==> config.mk <==
export PLATFORM = sky130hd
export DESIGN_NAME = register_file_flat
export DESIGN_NICKNAME = d
export VERILOG_FILES = /design/src/rtl/register_file_pkg.sv /design/src/rtl/register_file_if.sv /design/src/rtl/register_cell.sv /design/src/rtl/register_file.sv /design/src/flat_wrapper.sv
export SDC_FILE = /design/constraint.sdc
export NUM_CORES = 1
export LEC_CHECK = 0
export ABC_AREA = 1
export CORE_MARGIN = 2
export CORE_UTILIZATION = 50
export DETAILED_ROUTE_END_ITERATION = 10
export MAX_ROUTING_LAYER = met4
export PLACE_DENSITY = 0.73
export SETUP_SLACK_MARGIN = 0.05
export SLEW_MARGIN = 10
export SYNTH_ARGS = -nofsm -noshare
export SYNTH_HDL_FRONTEND = slang
export SYNTH_SLANG_ARGS = --single-unit
==> constraint.sdc <==
create_clock -name clk -period 4.45 [get_ports clk]
set_input_delay 0.89 -clock clk [delete_from_list [all_inputs] [get_ports clk]]
set_output_delay 0.89 -clock clk [all_outputs]
set_load 0.05 [all_outputs]
==> src/rtl/register_file_pkg.sv <==
`default_nettype none
// ============================================================================
// Module   : register_file_pkg
// Brief    : Register-ID map and default geometry for the datapath register file.
// Revision : 1.0
// ============================================================================
package register_file_pkg;

    localparam int c_DEFAULT_WIDTH   = 8;
    localparam int c_DEFAULT_ID_BITS = 4;
    localparam int c_DEFAULT_COUNT   = 13;

    localparam logic [c_DEFAULT_ID_BITS-1:0] c_ID_R0  = 4'd0;
    localparam logic [c_DEFAULT_ID_BITS-1:0] c_ID_R1  = 4'd1;
    localparam logic [c_DEFAULT_ID_BITS-1:0] c_ID_R2  = 4'd2;
    localparam logic [c_DEFAULT_ID_BITS-1:0] c_ID_R3  = 4'd3;
    localparam logic [c_DEFAULT_ID_BITS-1:0] c_ID_R4  = 4'd4;
    localparam logic [c_DEFAULT_ID_BITS-1:0] c_ID_R5  = 4'd5;
    localparam logic [c_DEFAULT_ID_BITS-1:0] c_ID_R6  = 4'd6;
    localparam logic [c_DEFAULT_ID_BITS-1:0] c_ID_R7  = 4'd7;
    localparam logic [c_DEFAULT_ID_BITS-1:0] c_ID_R8  = 4'd8;
    localparam logic [c_DEFAULT_ID_BITS-1:0] c_ID_CMP = 4'd9;
    localparam logic [c_DEFAULT_ID_BITS-1:0] c_ID_SP  = 4'd10;
    localparam logic [c_DEFAULT_ID_BITS-1:0] c_ID_SF  = 4'd11;
    localparam logic [c_DEFAULT_ID_BITS-1:0] c_ID_PC  = 4'd12;

endpackage : register_file_pkg
`default_nettype wire

==> src/rtl/register_file_if.sv <==
`default_nettype none
// ============================================================================
// Module   : register_file_if
// Brief    : Read/write/PC/SP bus between decode, ALU stage and the register file.
// Revision : 1.0
// ============================================================================
interface register_file_if #(
    parameter int WIDTH   = 8,
    parameter int ID_BITS = 4
);
    logic [ID_BITS-1:0] read1_id;
    logic [WIDTH-1:0]   read1_value;
    logic [ID_BITS-1:0] read2_id;
    logic [WIDTH-1:0]   read2_value;
    logic               write_en;
    logic [ID_BITS-1:0] write_id;
    logic [WIDTH-1:0]   write_value;
    logic               pc_inc;
    logic               sp_push;
    logic               sp_pop;
    logic               fault_clear;
    logic               sp_overflow;
    logic               sp_underflow;
    logic [WIDTH-1:0]   pc_value;

    modport master (
        output read1_id, read2_id, write_en, write_id, write_value,
               pc_inc, sp_push, sp_pop, fault_clear,
        input  read1_value, read2_value, sp_overflow, sp_underflow, pc_value
    );

    modport slave (
        input  read1_id, read2_id, write_en, write_id, write_value,
               pc_inc, sp_push, sp_pop, fault_clear,
        output read1_value, read2_value, sp_overflow, sp_underflow, pc_value
    );
endinterface : register_file_if
`default_nettype wire

==> src/rtl/register_cell.sv <==
`default_nettype none
// ============================================================================
// Module   : register_cell
// Brief    : One WIDTH-bit register with async reset to RESET_VALUE and load enable.
// Revision : 1.0
// ============================================================================
module register_cell #(
    parameter int               WIDTH       = 8,
    parameter logic [WIDTH-1:0] RESET_VALUE = '0
) (
    input  wire logic             clk,
    input  wire logic             reset,
    input  wire logic             i_load_en,
    input  wire logic [WIDTH-1:0] i_load_data,
    output logic      [WIDTH-1:0] o_value
);
    logic [WIDTH-1:0] r_value;

    always_ff @(posedge clk or posedge reset) begin
        if (reset) begin
            r_value <= RESET_VALUE;
        end else if (i_load_en) begin
            r_value <= i_load_data;
        end
    end

    assign o_value = r_value;
endmodule : register_cell
`default_nettype wire

==> src/rtl/register_file.sv <==
`default_nettype none
// ============================================================================
// Module   : register_file
// Brief    : 2R/1W register file with bypass, PC auto-increment and SP push/pop.
// Revision : 1.0
// ============================================================================
module register_file
    import register_file_pkg::*;
#(
    parameter int               WIDTH    = c_DEFAULT_WIDTH,
    parameter int               COUNT    = c_DEFAULT_COUNT,
    parameter int               ID_BITS  = c_DEFAULT_ID_BITS,
    parameter int               SP_ID    = int'(c_ID_SP),
    parameter int               PC_ID    = int'(c_ID_PC),
    parameter logic [WIDTH-1:0] SP_RESET = '1,
    parameter bit               BYPASS   = 1'b1
) (
    input  wire logic          clk,
    input  wire logic          reset,
    register_file_if.slave     bus
);
    localparam logic [WIDTH-1:0] c_ALL_ONES = '1;
    localparam logic [WIDTH-1:0] c_ONE      = WIDTH'(1);

    logic [WIDTH-1:0] w_values [COUNT];

    logic             w_pc_write;
    logic             w_sp_write;
    logic             w_push_only;
    logic             w_pop_only;
    logic             w_sp_step;
    logic [WIDTH-1:0] w_sp_next;
    logic             w_overflow_event;
    logic             w_underflow_event;

    logic             r_sp_overflow;
    logic             r_sp_underflow;

    // An explicit write to PC/SP overrides any increment or stack step that cycle.
    assign w_pc_write  = bus.write_en && (bus.write_id == ID_BITS'(PC_ID));
    assign w_sp_write  = bus.write_en && (bus.write_id == ID_BITS'(SP_ID));
    assign w_push_only = bus.sp_push && !bus.sp_pop;
    assign w_pop_only  = bus.sp_pop  && !bus.sp_push;

    assign w_overflow_event  = !w_sp_write && w_push_only && (w_values[SP_ID] == '0);
    assign w_underflow_event = !w_sp_write && w_pop_only  && (w_values[SP_ID] == c_ALL_ONES);
    assign w_sp_step         = !w_sp_write
                             && ((w_push_only && (w_values[SP_ID] != '0))
                              || (w_pop_only  && (w_values[SP_ID] != c_ALL_ONES)));
    assign w_sp_next         = w_push_only ? (w_values[SP_ID] - c_ONE)
                                           : (w_values[SP_ID] + c_ONE);

    generate
        for (genvar gi = 0; gi < COUNT; gi++) begin : g_cells
            logic             w_en;
            logic [WIDTH-1:0] w_data;

            if (gi == PC_ID) begin : g_pc
                assign w_en   = w_pc_write || bus.pc_inc;
                assign w_data = w_pc_write ? bus.write_value : (w_values[gi] + c_ONE);
            end else if (gi == SP_ID) begin : g_sp
                assign w_en   = w_sp_write || w_sp_step;
                assign w_data = w_sp_write ? bus.write_value : w_sp_next;
            end else begin : g_gpr
                assign w_en   = bus.write_en && (bus.write_id == ID_BITS'(gi));
                assign w_data = bus.write_value;
            end

            register_cell #(
                .WIDTH       (WIDTH),
                .RESET_VALUE ((gi == SP_ID) ? SP_RESET : '0)
            ) u_cell (
                .clk         (clk),
                .reset       (reset),
                .i_load_en   (w_en),
                .i_load_data (w_data),
                .o_value     (w_values[gi])
            );
        end
    endgenerate

    always_ff @(posedge clk or posedge reset) begin
        if (reset) begin
            r_sp_overflow  <= 1'b0;
            r_sp_underflow <= 1'b0;
        end else begin
            r_sp_overflow  <= (r_sp_overflow  && !bus.fault_clear) || w_overflow_event;
            r_sp_underflow <= (r_sp_underflow && !bus.fault_clear) || w_underflow_event;
        end
    end

    // Unimplemented IDs never match the loop, so they read 0 and never bypass.
    always_comb begin
        bus.read1_value = '0;
        bus.read2_value = '0;
        for (int i = 0; i < COUNT; i++) begin
            if (bus.read1_id == ID_BITS'(i)) begin
                bus.read1_value = (BYPASS && bus.write_en && (bus.write_id == ID_BITS'(i)))
                                ? bus.write_value : w_values[i];
            end
            if (bus.read2_id == ID_BITS'(i)) begin
                bus.read2_value = (BYPASS && bus.write_en && (bus.write_id == ID_BITS'(i)))
                                ? bus.write_value : w_values[i];
            end
        end
    end

    assign bus.pc_value     = w_values[PC_ID];
    assign bus.sp_overflow  = r_sp_overflow;
    assign bus.sp_underflow = r_sp_underflow;
endmodule : register_file
`default_nettype wire

==> src/flat_wrapper.sv <==
// flat-port wrapper written by rule: the top's interface ports become plain ports
module register_file_flat import register_file_pkg::*;
#(
    parameter int               WIDTH    = c_DEFAULT_WIDTH,
    parameter int               COUNT    = c_DEFAULT_COUNT,
    parameter int               ID_BITS  = c_DEFAULT_ID_BITS,
    parameter int               SP_ID    = int'(c_ID_SP),
    parameter int               PC_ID    = int'(c_ID_PC),
    parameter logic [WIDTH-1:0] SP_RESET = '1,
    parameter bit               BYPASS   = 1'b1
)
  (clk, reset, bus_read1_id, bus_read2_id, bus_write_en, bus_write_id, bus_write_value, bus_pc_inc, bus_sp_push, bus_sp_pop, bus_fault_clear, bus_read1_value, bus_read2_value, bus_sp_overflow, bus_sp_underflow, bus_pc_value);
  register_file_if #(.WIDTH(WIDTH), .ID_BITS(ID_BITS)) bus_i ();
  input  wire logic clk;
  input  wire logic reset;
  input wire logic [$bits(bus_i.read1_id)-1:0] bus_read1_id;
  input wire logic [$bits(bus_i.read2_id)-1:0] bus_read2_id;
  input wire logic [$bits(bus_i.write_en)-1:0] bus_write_en;
  input wire logic [$bits(bus_i.write_id)-1:0] bus_write_id;
  input wire logic [$bits(bus_i.write_value)-1:0] bus_write_value;
  input wire logic [$bits(bus_i.pc_inc)-1:0] bus_pc_inc;
  input wire logic [$bits(bus_i.sp_push)-1:0] bus_sp_push;
  input wire logic [$bits(bus_i.sp_pop)-1:0] bus_sp_pop;
  input wire logic [$bits(bus_i.fault_clear)-1:0] bus_fault_clear;
  output wire logic [$bits(bus_i.read1_value)-1:0] bus_read1_value;
  output wire logic [$bits(bus_i.read2_value)-1:0] bus_read2_value;
  output wire logic [$bits(bus_i.sp_overflow)-1:0] bus_sp_overflow;
  output wire logic [$bits(bus_i.sp_underflow)-1:0] bus_sp_underflow;
  output wire logic [$bits(bus_i.pc_value)-1:0] bus_pc_value;
  assign bus_i.read1_id = bus_read1_id;
  assign bus_i.read2_id = bus_read2_id;
  assign bus_i.write_en = bus_write_en;
  assign bus_i.write_id = bus_write_id;
  assign bus_i.write_value = bus_write_value;
  assign bus_i.pc_inc = bus_pc_inc;
  assign bus_i.sp_push = bus_sp_push;
  assign bus_i.sp_pop = bus_sp_pop;
  assign bus_i.fault_clear = bus_fault_clear;
  assign bus_read1_value = bus_i.read1_value;
  assign bus_read2_value = bus_i.read2_value;
  assign bus_sp_overflow = bus_i.sp_overflow;
  assign bus_sp_underflow = bus_i.sp_underflow;
  assign bus_pc_value = bus_i.pc_value;
  register_file #(.WIDTH(WIDTH), .COUNT(COUNT), .ID_BITS(ID_BITS), .SP_ID(SP_ID), .PC_ID(PC_ID), .SP_RESET(SP_RESET), .BYPASS(BYPASS)) u_core (.clk(clk), .reset(reset), .bus(bus_i));
endmodule
Word-level counts from Yosys, hierarchy flattened
Cells that the tools add are included.

Reductions and logical operators: 38. Multiplexer cells: 42. Eq/ne operators: 38. Add/sub/neg operators: 3.

Operators with widths (count): $mux 8 (42); $eq 4x4->1 const B (15); $eq 4x3->1 const B (12); $eq 4x2->1 const B (6); $logic_and 1x1->1 (24); $add 8x1->8 const B (2); $eq 4x1->1 const B (3); $logic_not 4->1 (3); $eq 8x8->1 const B (1); $logic_not 8->1 (1); $ne 8x8->1 const B (1); $reduce_bool 8->1 (1); $sub 8x1->8 const B (1); $logic_or 1x1->1 (5); $logic_not 1->1 (4).

Bits of input ports: 27. Bits in registers: 106. Output and inout bits: 26. Word-level logic and storage cells: 136.

Depth between registers and ports, before layout
Gate-level depths: netlist (run 1).

Word-level depth: 16. Mapped depth: 14. Gate-level depth less buffers: 13.

Hierarchy
A second synthesis (run 1) with hierarchy kept.

Cells, all modules: 1312. Area, all modules: 8051.5 µm².

By module, submodules not included: register_file (area an instance 4023.9 µm², times used 1, cells each 857); register_cell at u_core.g_cells[0].u_cell ... (area an instance 309.0 µm², times used 12, cells each 35); register_cell at u_core.g_cells[10].u_cell (area an instance 319.1 µm², times used 1, cells each 35).

Worst setup path before layout (run 1)
Ideal clock, no wire load.

Path type: input to output. Start: input port bus_write_id[2]. End: output port bus_read1_value[0]. Path slack: 1026 ps. Buffers on the path: 1. Required time: 3560 ps. Arrival: 2534 ps. Stages: 11. Cell sequence: nor2_1 -> nand3_1 -> buf_2 -> o21ai_1 -> inv_1 -> nand2_1 -> nand3_1 -> nand2_1 -> nand4_1 -> nor2_1 -> nand4_1.

Cells in the longest elaborated chain, start to end: 16. Elaborated cells on any way between the ends: 52. Those cells by class: eq/ne: 12; mux: 26; reduce/logical: 14.

RTL lines: from (decl) (line flat_wrapper.sv:19) `input wire logic [$bits(bus_i.write_id)-1:0] bus_write_id;`; $logic_not 4->1 (line register_file.sv:98) `bus.read1_value = (BYPASS && bus.write_en && (bus.write_id == ID_BITS'(i)))`; $logic_and 1x1->1 (line register_file.sv:98); $mux 8 (line register_file.sv:99) `? bus.write_value : w_values[i];`; $mux 8 (12 in a row) (line register_file.sv:97) `if (bus.read1_id == ID_BITS'(i)) begin`; $mux 8 (*) (line register_file.sv:97); to (decl) (line flat_wrapper.sv:25) `output wire logic [$bits(bus_i.read1_value)-1:0] bus_read1_value;`.

Mark *: on every way between the ends. The rest lies on a longest branch, timed or not.

Worst setup path after layout (run 1)
Start: input port bus_write_id[0]. End: output port bus_read2_value[2].

Cells in the longest elaborated chain, start to end: 16. Elaborated cells on any way between the ends: 52. Those cells by class: eq/ne: 12; mux: 26; reduce/logical: 14.

RTL lines: $logic_not 4->1 (line register_file.sv:102) `bus.read2_value = (BYPASS && bus.write_en && (bus.write_id == ID_BITS'(i)))`; $logic_and 1x1->1 (line register_file.sv:102); $mux 8 (line register_file.sv:103) `? bus.write_value : w_values[i];`; $mux 8 (12 in a row) (line register_file.sv:101) `if (bus.read2_id == ID_BITS'(i)) begin`; $mux 8 (*) (line register_file.sv:101); to (decl) (line flat_wrapper.sv:26) `output wire logic [$bits(bus_i.read2_value)-1:0] bus_read2_value;`.

Marked as above.

==> results.py, run 1 <==
metrics = {
    "floorplanning": {
        "dieArea_um2": 14600,
        "io_pins": 53,
        "start_util_pct": 51.4,
        "die_x_um": 121,
        "coreArea_um2": 13300,
        "rows": 42,
        "die_y_um": 121,
    },
    "detailed_routing": {
        "drc_errors": 0,
        "ant_nets": 0,
        "vias_per_cell": 5.45,
        "wl_per_cell_um": 17.4,
        "drt_first_pass_iters": 7,
        "drt_iter0_drc": 743,
        "finalWirelength_mm": 22.9,
        "num_vias": 7171,
    },
    "critical_path": {
        "critPathLaunchType": "input pin",
        "crit_path_end_kind": "output port",
        "r2r_start": "u_core.g_cells[10].u_cell.o_value[0]",
        "crit_start": "bus_write_id[0]",
        "worstSetupPathType": "in -> out",
        "arrival_ns": 3.38,
        "crit_required_ns": 3.56,
        "critPathMaxFanout": 10,
    },
    "power_and_ir_drop": {
        "combPwrFrac_pct": 37.5,
        "switchingPower_mw": 1.35,
        "p_leak_nw": 4.06,
        "swShare_pct": 39.1,
        "clockPowerShare_pct": 24.3,
        "power_mw": 3.45,
        "p_int_mw": 2.10,
        "ir_drop_v": 0.000311,
        "seq_power_share_pct": 38.2,
        "powerDensity_nw_per_um2": 419,
    },
    "layout": {
        "fillCellCount": 1273,
        "antennaDiodeCount": 0,
        "multi_input_comb_area_um2": 3460,
        "layout-drive-gt1-share_pct": 9.39,
        "nNetsFinal": 1170,
        "instances_no_fill": 1316,
        "register_area_um2": 2660,
        "syn_to_final_growth_pct": 20.3,
    },
    "clock_tree": {
        "cts_inserted_buffers": 9,
        "cts.sinks": 106,
        "ctsResizeCount": 0,
        "clkTransAtPathRegs_ns": 0.08,
        "postCtsSetupBuffers": 0,
        "clockBufferDepth": 2,
        "cts_tree": "yes",
        "cts-root-buf": "clkbuf_16",
        "holdBufCountCts": 0,
        "htree_levels": 3,
        "clkLatencyLatePin_ns": 0.36,
    },
    "synth": {
        "ys_warn_count": 0,
        "synth_top_cell_by_area": "dfrtp_1",
        "synth_common_cells": "nand2_1 (331), inv_1 (160), nor2_1 (102), dfrtp_1 (98), nand3_1 (93)",
        "synth_ff_type": "dfrtp_1",
        "synth_nets": 1080,
        "yosysMostFrequentCell": "nand2_1",
        "syn-cell-area_um2": 6840,
        "yosysSeqAreaShare_pct": 39.0,
        "synth_area_leaders": "dfrtp_1 (36%), nand2_1 (18%), inv_1 (8.8%)",
        "ys_ff_latch": 106,
        "yosys.area.top_type_share_pct": 35.9,
        "synth_cell_types": 37,
        "syn_area_per_cell_um2": 6.54,
        "netlist_instances": 1045,
        "synth-edff-count": 0,
        "async_flop_share_pct": 100,
    },
    "sta": {
        "layout_setup_ws_ns": 0.176,
        "finalHoldViolations": 0,
        "worst_slew_pin_slew_ns": 0.886,
        "period_share_pct": 96.0,
        "setup_viol": 0,
        "relSlewSlack_pct": 40.9,
        "max_clock_freq_ghz": 0.234,
        "min_period_ns": 4.27,
        "fin_skew_ns": 0.00873,
        "drv_slew": 0,
        "finalSetupTns_ns": 0,
        "rsz0062_at_grt": "true",
    },
    "placement": {
        "io_buffers": 52,
        "gp_congestion": 1.05,
        "dp.cells": 1300,
        "place_ws_ns": 0.0753,
        "dp_hpwl_mm": 17.5,
    },
    "flow_run": {
        "maxCapViolCount": 0,
    },
    "grt": {
        "grt_pass1_vias": 6785,
        "grt_util_all_layers_pct": 34.1,
        "antenna_found_initial": 0,
        "overflow": 0,
        "grt_max_degree": 69,
        "grt_pass1_wl_mm": 36.5,
    },
    "min_path": {
        "hp-start": "u_core.g_cells[6].u_cell.o_value[7]",
        "hold_class": "reg -> reg",
    },
    "run_status": {
        "status": "completed",
    },
}
cells by family (layout without fill, tap and decap cells):
family | Yosys count | count (layout) | share of synthesized area [%]
AO/OA/AOI/OAI | 126 | 126 | 9.88
XOR/XNOR | 2 | 2 | 0.256
adder cells (fa/ha/maj) | 8 | 8 | 1.57
buffers and inverters | 190 | 285 | 10.7
flip-flops | 106 | 106 | 39.0
AND/OR/NAND/NOR | 613 | 613 | 38.6
cell type report:
type	count	share of cell area [%]
Clock buffer	11	2.95
Clock inverter	5	0.746
Inverter	164	7.52
Multi-Input combinational cell	749	42.1
Sequential cell	106	32.4
Tap cell	176	2.68
Timing Repair Buffer	105	11.6
path summary, 6_finish.rpt:
check                      depth (start not counted)                                   end  slack [ns]
hold / removal                                     2   u_core.g_cells[6].u_cell.o_value[7]        0.53
max in group asynchronous                          3  u_core.g_cells[10].u_cell.o_value[7]        2.54
setup reg to reg                                  11  u_core.g_cells[10].u_cell.o_value[6]        2.31
setup / recovery                                  14                    bus_read2_value[2]        0.18
min in group asynchronous                          2   u_core.g_cells[4].u_cell.o_value[0]        1.07
hold reg to reg                                    2   u_core.g_cells[6].u_cell.o_value[7]        0.53
power by group through the flow:
stage / sequential (mW) / combinational (mW) / clock, mW
2_1_floorplan: 1.40 / 0.783 / 0
3_3_place_gp: 1.33 / 1.26 / 0
3_5_place_dp: 1.33 / 1.28 / 0
4_1_cts: 1.32 / 1.28 / 0.846
5_1_grt: 1.34 / 1.43 / 0.888
6_report: 1.32 / 1.29 / 0.839
cells in the final DEF, fill, tap and decap left out, drive strengths merged, types with 2 or more instances in the layout:
cell / Yosys / routed
nand2: 333 / 333
inv: 161 / 162
nor2: 105 / 105
dfrtp: 98 / 98
nand3: 93 / 93
o21ai: 84 / 84
buf: 15 / 69
nand4: 44 / 44
clkdlybuf4s50: 0 / 35
and2: 23 / 23
a21oi: 22 / 22
clkbuf: 11 / 11
dfstp: 8 / 8
ha: 7 / 7
o21a: 6 / 6
nor3: 6 / 6
a31oi: 5 / 5
nor4: 4 / 4
or2: 4 / 4
clkinv: 3 / 3
clkinvlp: 0 / 3
o21bai: 2 / 2
o22ai: 2 / 2
xor2: 2 / 2
critical path, cell delays in order:
cell             delay (ns)
clkdlybuf4s50_1        0.63
nand2_1                0.15
nor2_4                 0.25
nand2_1                0.29
nand2_1                0.17
nand3_1                0.08
nand3_1                0.15
nor2_1                 0.07
nand4_1                0.12
nand2_1                0.11
nand4_1                0.11
nand2_1                0.07
nand2_1                0.09
buf_4                  0.20
state kept, by name, indices dropped and copies added (netlist names):
name and cells:
u_core.bus.sp_underflow 1, u_core.bus.sp_overflow 1, u_core.g_cells.u_cell.o_value 104
routing by layer:
| metal | vias to the layer above | global-route usage, % | part of all wire, % |
|---|---|---|---|
| met5 | - | - | 0 |
| met4 | 0 | 15.0 | 3.7 |
| met3 | 63 | 6.34 | 8.2 |
| met2 | 337 | 51.4 | 46 |
| met1 | 3265 | 45.2 | 42 |
| li1 | 3506 | - | - |
metrics by stage:
step | hold slack, ns | area, um^2 | utilization (%)
after floorplan | 0.477 | 6840 | -
after global placement | 0.505 | 7890 | 59.4
after detailed placement | 0.520 | 7890 | 59.4
after CTS | 0.537 | 8200 | 61.7
after global routing | 0.555 | 8220 | 61.8
final | 0.531 | 8220 | 61.8
(Power assumes the default switching activity.)
==> run 2: changes to the inputs <==
- CTS_CLUSTER_SIZE: unset -> 24
- REMOVE_ABC_BUFFERS: unset -> 1
==> run 2 against run 1 <==
Critical path type unchanged. Largest power group unchanged. Flip-flop and latch count is the same. Maximum frequency grew 1.7%. Worst setup slack gained 0.070 ns.
==> results.py, run 2 (synthesis gave the netlist of run 1 again) <==
metrics = {
    "placement": {
        "io_buffers": 52,
        "gp_congestion": 1.02,
        "dp_hpwl_mm": 15.9,
        "dp.cells": 1284,
    },
    "floorplanning": {
        "die_y_um": 121,
        "rows": 42,
        "dieArea_um2": 14600,
        "start_util_pct": 51.4,
        "die_x_um": 121,
        "io_pins": 53,
        "coreArea_um2": 13300,
    },
    "grt": {
        "grt_util_all_layers_pct": 31.3,
        "grt_pass1_wl_mm": 34.6,
        "overflow": 0,
        "grt_pass1_vias": 6774,
        "grt_max_degree": 64,
        "antenna_found_initial": 0,
    },
    "sta": {
        "finalHoldViolations": 0,
        "period_share_pct": 94.5,
        "rsz0062_at_grt": "true",
        "max_clock_freq_ghz": 0.238,
        "min_period_ns": 4.20,
        "worst_hold_slack_ns": 0.525,
        "setup_viol": 0,
        "worst_slew_pin_slew_ns": 0.689,
        "relSlewSlack_pct": 53.9,
        "drv_slew": 0,
        "fin_skew_ns": 0.00356,
        "finalSetupTns_ns": 0,
    },
    "critical_path": {
        "r2r_start": "u_core.g_cells[10].u_cell.o_value[0]",
        "critPathLaunchType": "input pin",
        "critPathMaxFanout": 14,
        "worstSetupPathType": "in -> out",
        "path_cells": "clkdlybuf4s50_1 -> inv_1 -> nor2_1 -> nand2_2 -> nand2_1 -> o21ai_0 -> or2_2 -> nand2_1 -> nand4_1 -> nor2_1 -> nand4_1 -> buf_4",
        "crit_required_ns": 3.56,
        "cp_slowest_cell": "clkdlybuf4s50_1",
        "rrSetupSlack_ns": 2.34,
        "arrival_ns": 3.31,
        "crit_path_end_kind": "output port",
        "slowest_delay_ns": 0.60,
        "r2r_end": "u_core.g_cells[10].u_cell.o_value[6]",
        "r2r_cells": 11,
    },
    "min_path": {
        "hp-start": "u_core.g_cells[11].u_cell.o_value[6]",
        "hold_class": "reg -> reg",
        "holdPathStages": 2,
        "hold_end": "u_core.g_cells[11].u_cell.o_value[6]",
    },
    "power_and_ir_drop": {
        "power_mw": 3.46,
        "powerDensity_nw_per_um2": 426,
        "p_leak_nw": 4.00,
        "ir_drop_v": 0.000308,
    },
    "clock_tree": {
        "clkTransAtPathRegs_ns": 0.07,
        "htree_levels": 3,
        "clkLatencyLatePin_ns": 0.36,
        "cts-root-buf": "clkbuf_16",
        "cts.sinks": 106,
        "holdBufCountCts": 0,
        "clockBufferDepth": 2,
        "cts_tree": "yes",
        "cts_inserted_buffers": 9,
    },
    "detailed_routing": {
        "ant_nets": 0,
        "wl_per_cell_um": 16.3,
        "vias_per_cell": 5.46,
        "drc_errors": 0,
        "finalWirelength_mm": 21.1,
        "drt_first_pass_iters": 5,
        "drt_iter0_drc": 830,
        "num_vias": 7098,
    },
    "run_status": {
        "status": "completed",
    },
    "flow_run": {
        "maxCapViolCount": 0,
    },
    "layout": {
        "largest_reg_flops": 104,
        "fillCellCount": 1263,
        "antennaDiodeCount": 0,
        "mostFrequentLayoutCells": "nand2_1 (330), inv_1 (159), nor2_1 (101), dfrtp_1 (98), nand3_1 (92)",
        "layout-drive-gt1-share_pct": 7.74,
        "nNetsFinal": 1154,
        "syn_to_final_growth_pct": 18.8,
        "layout_commonest_cell": "nand2_1",
        "instances_no_fill": 1300,
    },
}
[run 2: cell types whose count changed in the layout (fill, tap and decap cells not counted), sizes merged]
| cell | change |
|---|---|
| clkbuf | +1 |
| inv | -1 |
| bufinv | +1 |
| buf | -16 |
| clkinvlp | -1 |
[run 2: what timing repair did]
| action | in CTS | in global routing |
|---|---|---|
| gates resized for setup | 0 | 4 |
| setup endpoints to repair | 0 | 9 |
| buffers inserted | 0 | 0 |
[run 2: layout make-up]
cell class / instances / area (um^2) / share of cell area (%)
Multi-Input combinational cell: 749 / 3450 / 42.5
Sequential cell: 106 / 2660 / 32.8
Timing Repair Buffer: 89 / 848 / 10.4
Inverter: 164 / 618 / 7.61
Clock buffer: 12 / 246 / 3.04
Tap cell: 176 / 220 / 2.71
Clock inverter: 4 / 75.1 / 0.924
[run 2: worst max-delay path by stage]
stage                          startpoint                 end  slack, ns  cells past startpoint
after floorplan           bus_write_id[2]  bus_read2_value[6]       0.16                     10
after global placement    bus_write_id[2]  bus_read1_value[5]       0.26                     15
after detailed placement  bus_write_id[2]  bus_read2_value[5]       0.28                     15
after CTS                 bus_write_id[0]  bus_read1_value[3]       0.27                     11
after global routing      bus_write_id[0]  bus_read2_value[7]       0.03                     12
final                     bus_write_id[0]  bus_read2_value[7]       0.25                     12
[run 2: where the power goes]
group          switching (mW)  internal [mW]  total, mW  leakage (nW)
combinational           0.831          0.430       1.26          2.63
clock                   0.370          0.510      0.880         0.149
sequential              0.107           1.21       1.32          1.22
total                    1.31           2.15       3.46          4.00
[run 2: through the flow]
step                      utilization [%]  area [um^2]  setup slack (ns)
after detailed placement             58.6         7790             0.278
final                                61.1         8120             0.246
after global placement               58.6         7790             0.263
after floorplan                         -         6720             0.158
after global routing                 61.1         8120            0.0307
after CTS                            61.0         8110             0.267
[run 2: critical path, delay by kind of cell]
family,cells,cell delay (ns)
compound gates,1,0.12
buf+inv,3,0.89
simple gates,8,1.42
[run 2: routing by layer]
metal | GRT usage, % | wire length (um) | part of all wire, % | vias to the layer above
met1 | 41.7 | 9360 | 44 | 3240
met3 | 5.73 | 1580 | 7.5 | 65
met2 | 47.7 | 9410 | 45 | 321
li1 | - | - | - | 3472
met4 | 12.1 | 785 | 3.7 | 0
met5 | - | 0 | 0 | -
==> run 3: changes to the inputs <==
- ABC_AREA: 1 -> unset
==> run 3 against run 2 <==
Wire length rose by 51%. Hold slack got worse by 0.011 ns. Total power rose by 14%. Design area rose by 15%. Core utilization rose by 6.5 points. Critical endpoint is now bus_read2_value[6]. Largest cell class unchanged. Largest power group is now combinational logic.
==> results.py, run 3 <==
metrics = {
    "run_status": {
        "status": "completed",
    },
    "power_and_ir_drop": {
        "combPwrFrac_pct": 41.2,
        "p_int_mw": 2.39,
        "clockPowerShare_pct": 23.0,
        "p_leak_nw": 4.27,
        "power_mw": 3.96,
        "swShare_pct": 39.6,
        "powerDensity_nw_per_um2": 425,
        "ir_drop_v": 0.000281,
        "seq_power_share_pct": 35.7,
        "switchingPower_mw": 1.57,
    },
    "clock_tree": {
        "cts_tree": "yes",
        "clkTransAtPathRegs_ns": 0.07,
        "cts_inserted_buffers": 9,
        "clockBufferDepth": 2,
        "htree_levels": 3,
        "cts-root-buf": "clkbuf_16",
        "clkLatencyLatePin_ns": 0.37,
        "postCtsSetupBuffers": 0,
        "cts.sinks": 106,
    },
    "min_path": {
        "holdPathStages": 2,
        "hp-start": "u_core.g_cells[11].u_cell.o_value[4]",
        "hold_class": "reg -> reg",
        "hold_end": "u_core.g_cells[11].u_cell.o_value[4]",
    },
    "detailed_routing": {
        "drt_iter0_drc": 1218,
        "wl_per_cell_um": 27.2,
        "num_vias": 8010,
        "drc_errors": 0,
        "vias_per_cell": 6.81,
        "finalWirelength_mm": 31.9,
        "drt_first_pass_iters": 7,
        "ant_nets": 0,
    },
    "synth": {
        "synth_ff_type": "dfrtp_1",
        "syn-cell-area_um2": 7000,
        "synth_top_cell_by_area": "dfrtp_1",
        "async_flop_share_pct": 100,
        "netlist_instances": 819,
        "ys_warn_count": 0,
        "syn_area_per_cell_um2": 8.55,
        "yosysSeqAreaShare_pct": 38.0,
        "yosysMostFrequentCell": "dfrtp_1",
        "yosys.area.top_type_share_pct": 35.0,
        "synth_area_leaders": "dfrtp_1 (35%), mux2i_1 (5.1%), o21ai_0 (5.1%)",
        "ys_ff_latch": 106,
        "synth-edff-count": 0,
        "synth_common_cells": "dfrtp_1 (98), nand2_1 (96), o21ai_0 (72), a21oi_1 (47), inv_1 (47)",
        "synth_cell_types": 70,
    },
    "critical_path": {
        "crit_path_end_kind": "output port",
        "r2r_end": "u_core.g_cells[10].u_cell.o_value[6]",
        "r2r_cells": 8,
        "critPathLaunchType": "input pin",
        "rrSetupSlack_ns": 2.15,
        "worstSetupPathType": "in -> out",
        "r2r_start": "u_core.g_cells[10].u_cell.o_value[0]",
        "critPathMaxFanout": 8,
        "arrival_ns": 3.53,
        "crit_required_ns": 3.56,
    },
    "sta": {
        "finalSetupTns_ns": 0,
        "period_share_pct": 99.4,
        "finalHoldViolations": 0,
        "worst_hold_slack_ns": 0.514,
        "worst_slew_pin_slew_ns": 0.797,
        "rsz0062_at_grt": "true",
        "drv_slew": 0,
        "max_clock_freq_ghz": 0.226,
        "min_period_ns": 4.42,
        "layout_setup_ws_ns": 0.0265,
        "relSlewSlack_pct": 46.7,
        "fin_skew_ns": 0.00381,
        "setup_viol": 0,
    },
    "layout": {
        "syn_to_final_growth_pct": 32.9,
        "fillCellCount": 1149,
        "largest_reg_flops": 104,
        "register_area_um2": 2660,
        "layout_commonest_cell": "buf_4",
        "mostFrequentLayoutCells": "buf_4 (156), dfrtp_1 (98), nand2_1 (95), o21ai_0 (69), a21oi_1 (47)",
        "multi_input_comb_area_um2": 4080,
        "layout-drive-gt1-share_pct": 26.2,
        "nNetsFinal": 1025,
    },
    "placement": {
        "place_ws_ns": -0.0529,
        "gp_congestion": 1.08,
        "dp_hpwl_mm": 24.4,
        "io_buffers": 52,
    },
    "floorplanning": {
        "io_pins": 53,
        "rows": 43,
        "dieArea_um2": 15000,
        "die_x_um": 122,
        "start_util_pct": 50.9,
        "die_y_um": 122,
        "coreArea_um2": 13800,
    },
    "flow_run": {
        "maxCapViolCount": 0,
    },
    "grt": {
        "use_met3_pct": 11.7,
        "grt_max_degree": 60,
        "grt_pass1_vias": 7468,
        "antenna_found_initial": 1,
        "busiest_layer": "met2",
        "grt_use_met2_pct": 66.6,
        "grt_util_all_layers_pct": 44.6,
        "grtUsageMet1_pct": 56.7,
        "overflow": 0,
        "grt_pass1_wl_mm": 46.7,
    },
}
## run 3: cell count changes after synthesis, sizes merged, moves of 12 or more
cell and change:
nand4 -38, nand2 -236, mux2i +36, nor2b +14, clkbuf +31, mux2 +32, nand3 -52, o22ai +12
inv -114, nor2 -60, a21oi +25
## run 3: repair_timing
item	CTS	global route
gates resized for setup	5	24
pin swaps	0	1
hold buffers	0	0
endpoints found under the setup margin	6	14
## run 3: metal layers
metal | vias to the layer above | share of wire (%)
met5 | - | 0
met4 | 0 | 6.2
met3 | 159 | 12
met2 | 616 | 44
met1 | 3869 | 38
li1 | 3366 | -
## run 3: how the worst max path moves through the flow
stage / startpoint / to / slack [ns] / cells after the start
CTS: bus_write_id[0] / bus_read1_value[0] / 0.02 / 10
finish: bus_read2_id[3] / bus_read2_value[6] / 0.03 / 9
global placement: bus_write_en / bus_read1_value[0] / -0.07 / 10
detailed placement: bus_write_id[0] / bus_read1_value[0] / -0.05 / 10
floorplan: bus_write_id[1] / bus_read2_value[6] / 0.02 / 5
global route: bus_read1_id[3] / bus_read1_value[0] / 0.05 / 9
## run 3: power by group through the flow
stage	Clock (mW)	Combinational (mW)	Sequential, mW
5_1_grt	0.943	1.73	1.43
2_1_floorplan	0	0.814	1.48
3_5_place_dp	0	1.57	1.42
3_3_place_gp	0	1.54	1.41
4_1_cts	0.911	1.58	1.40
6_report	0.912	1.63	1.41
## run 3: layout make-up
cell class | count | area share [%]
Inverter | 47 | 1.92
Timing Repair Buffer | 207 | 19.7
Antenna cell | 1 | 0.0269
Multi-Input combinational cell | 619 | 43.8
Clock buffer | 9 | 2.42
Clock inverter | 7 | 1.10
Tap cell | 180 | 2.42
Sequential cell | 106 | 28.6
## run 3: worst max-delay path, cell delays in order
cell and delay [ns]:
clkdlybuf4s50_1 0.65, nor2b_1 0.57, nand2_1 0.14, buf_4 0.19, o21ai_0 0.29, o31ai_4 0.13
a211oi_1 0.34, buf_4 0.19, buf_12 0.13
## run 3: metrics by stage
step	instances	cell area [um^2]	utilization [%]
2_1_floorplan	772	6820	-
3_3_place_gp	1159	8870	64.4
3_5_place_dp	1159	8870	64.4
4_1_cts	1175	9220	66.9
5_1_grt	1176	9310	67.6
6_report	1176	9310	67.6
## run 3: cells by family (layout without fill, tap and decap cells)
logic type,Yosys count,in the layout,share of synthesized area [%]
adder cells (fa/ha/maj),8,8,1.54
multiplexers,68,68,10.3
AND/OR/NAND/NOR,276,276,19.4
buffers and inverters,94,270,5.11
flip-flops,106,106,38.0
other,0,1,0
XOR/XNOR,9,9,1.13
AO/OA/AOI/OAI,258,258,24.4
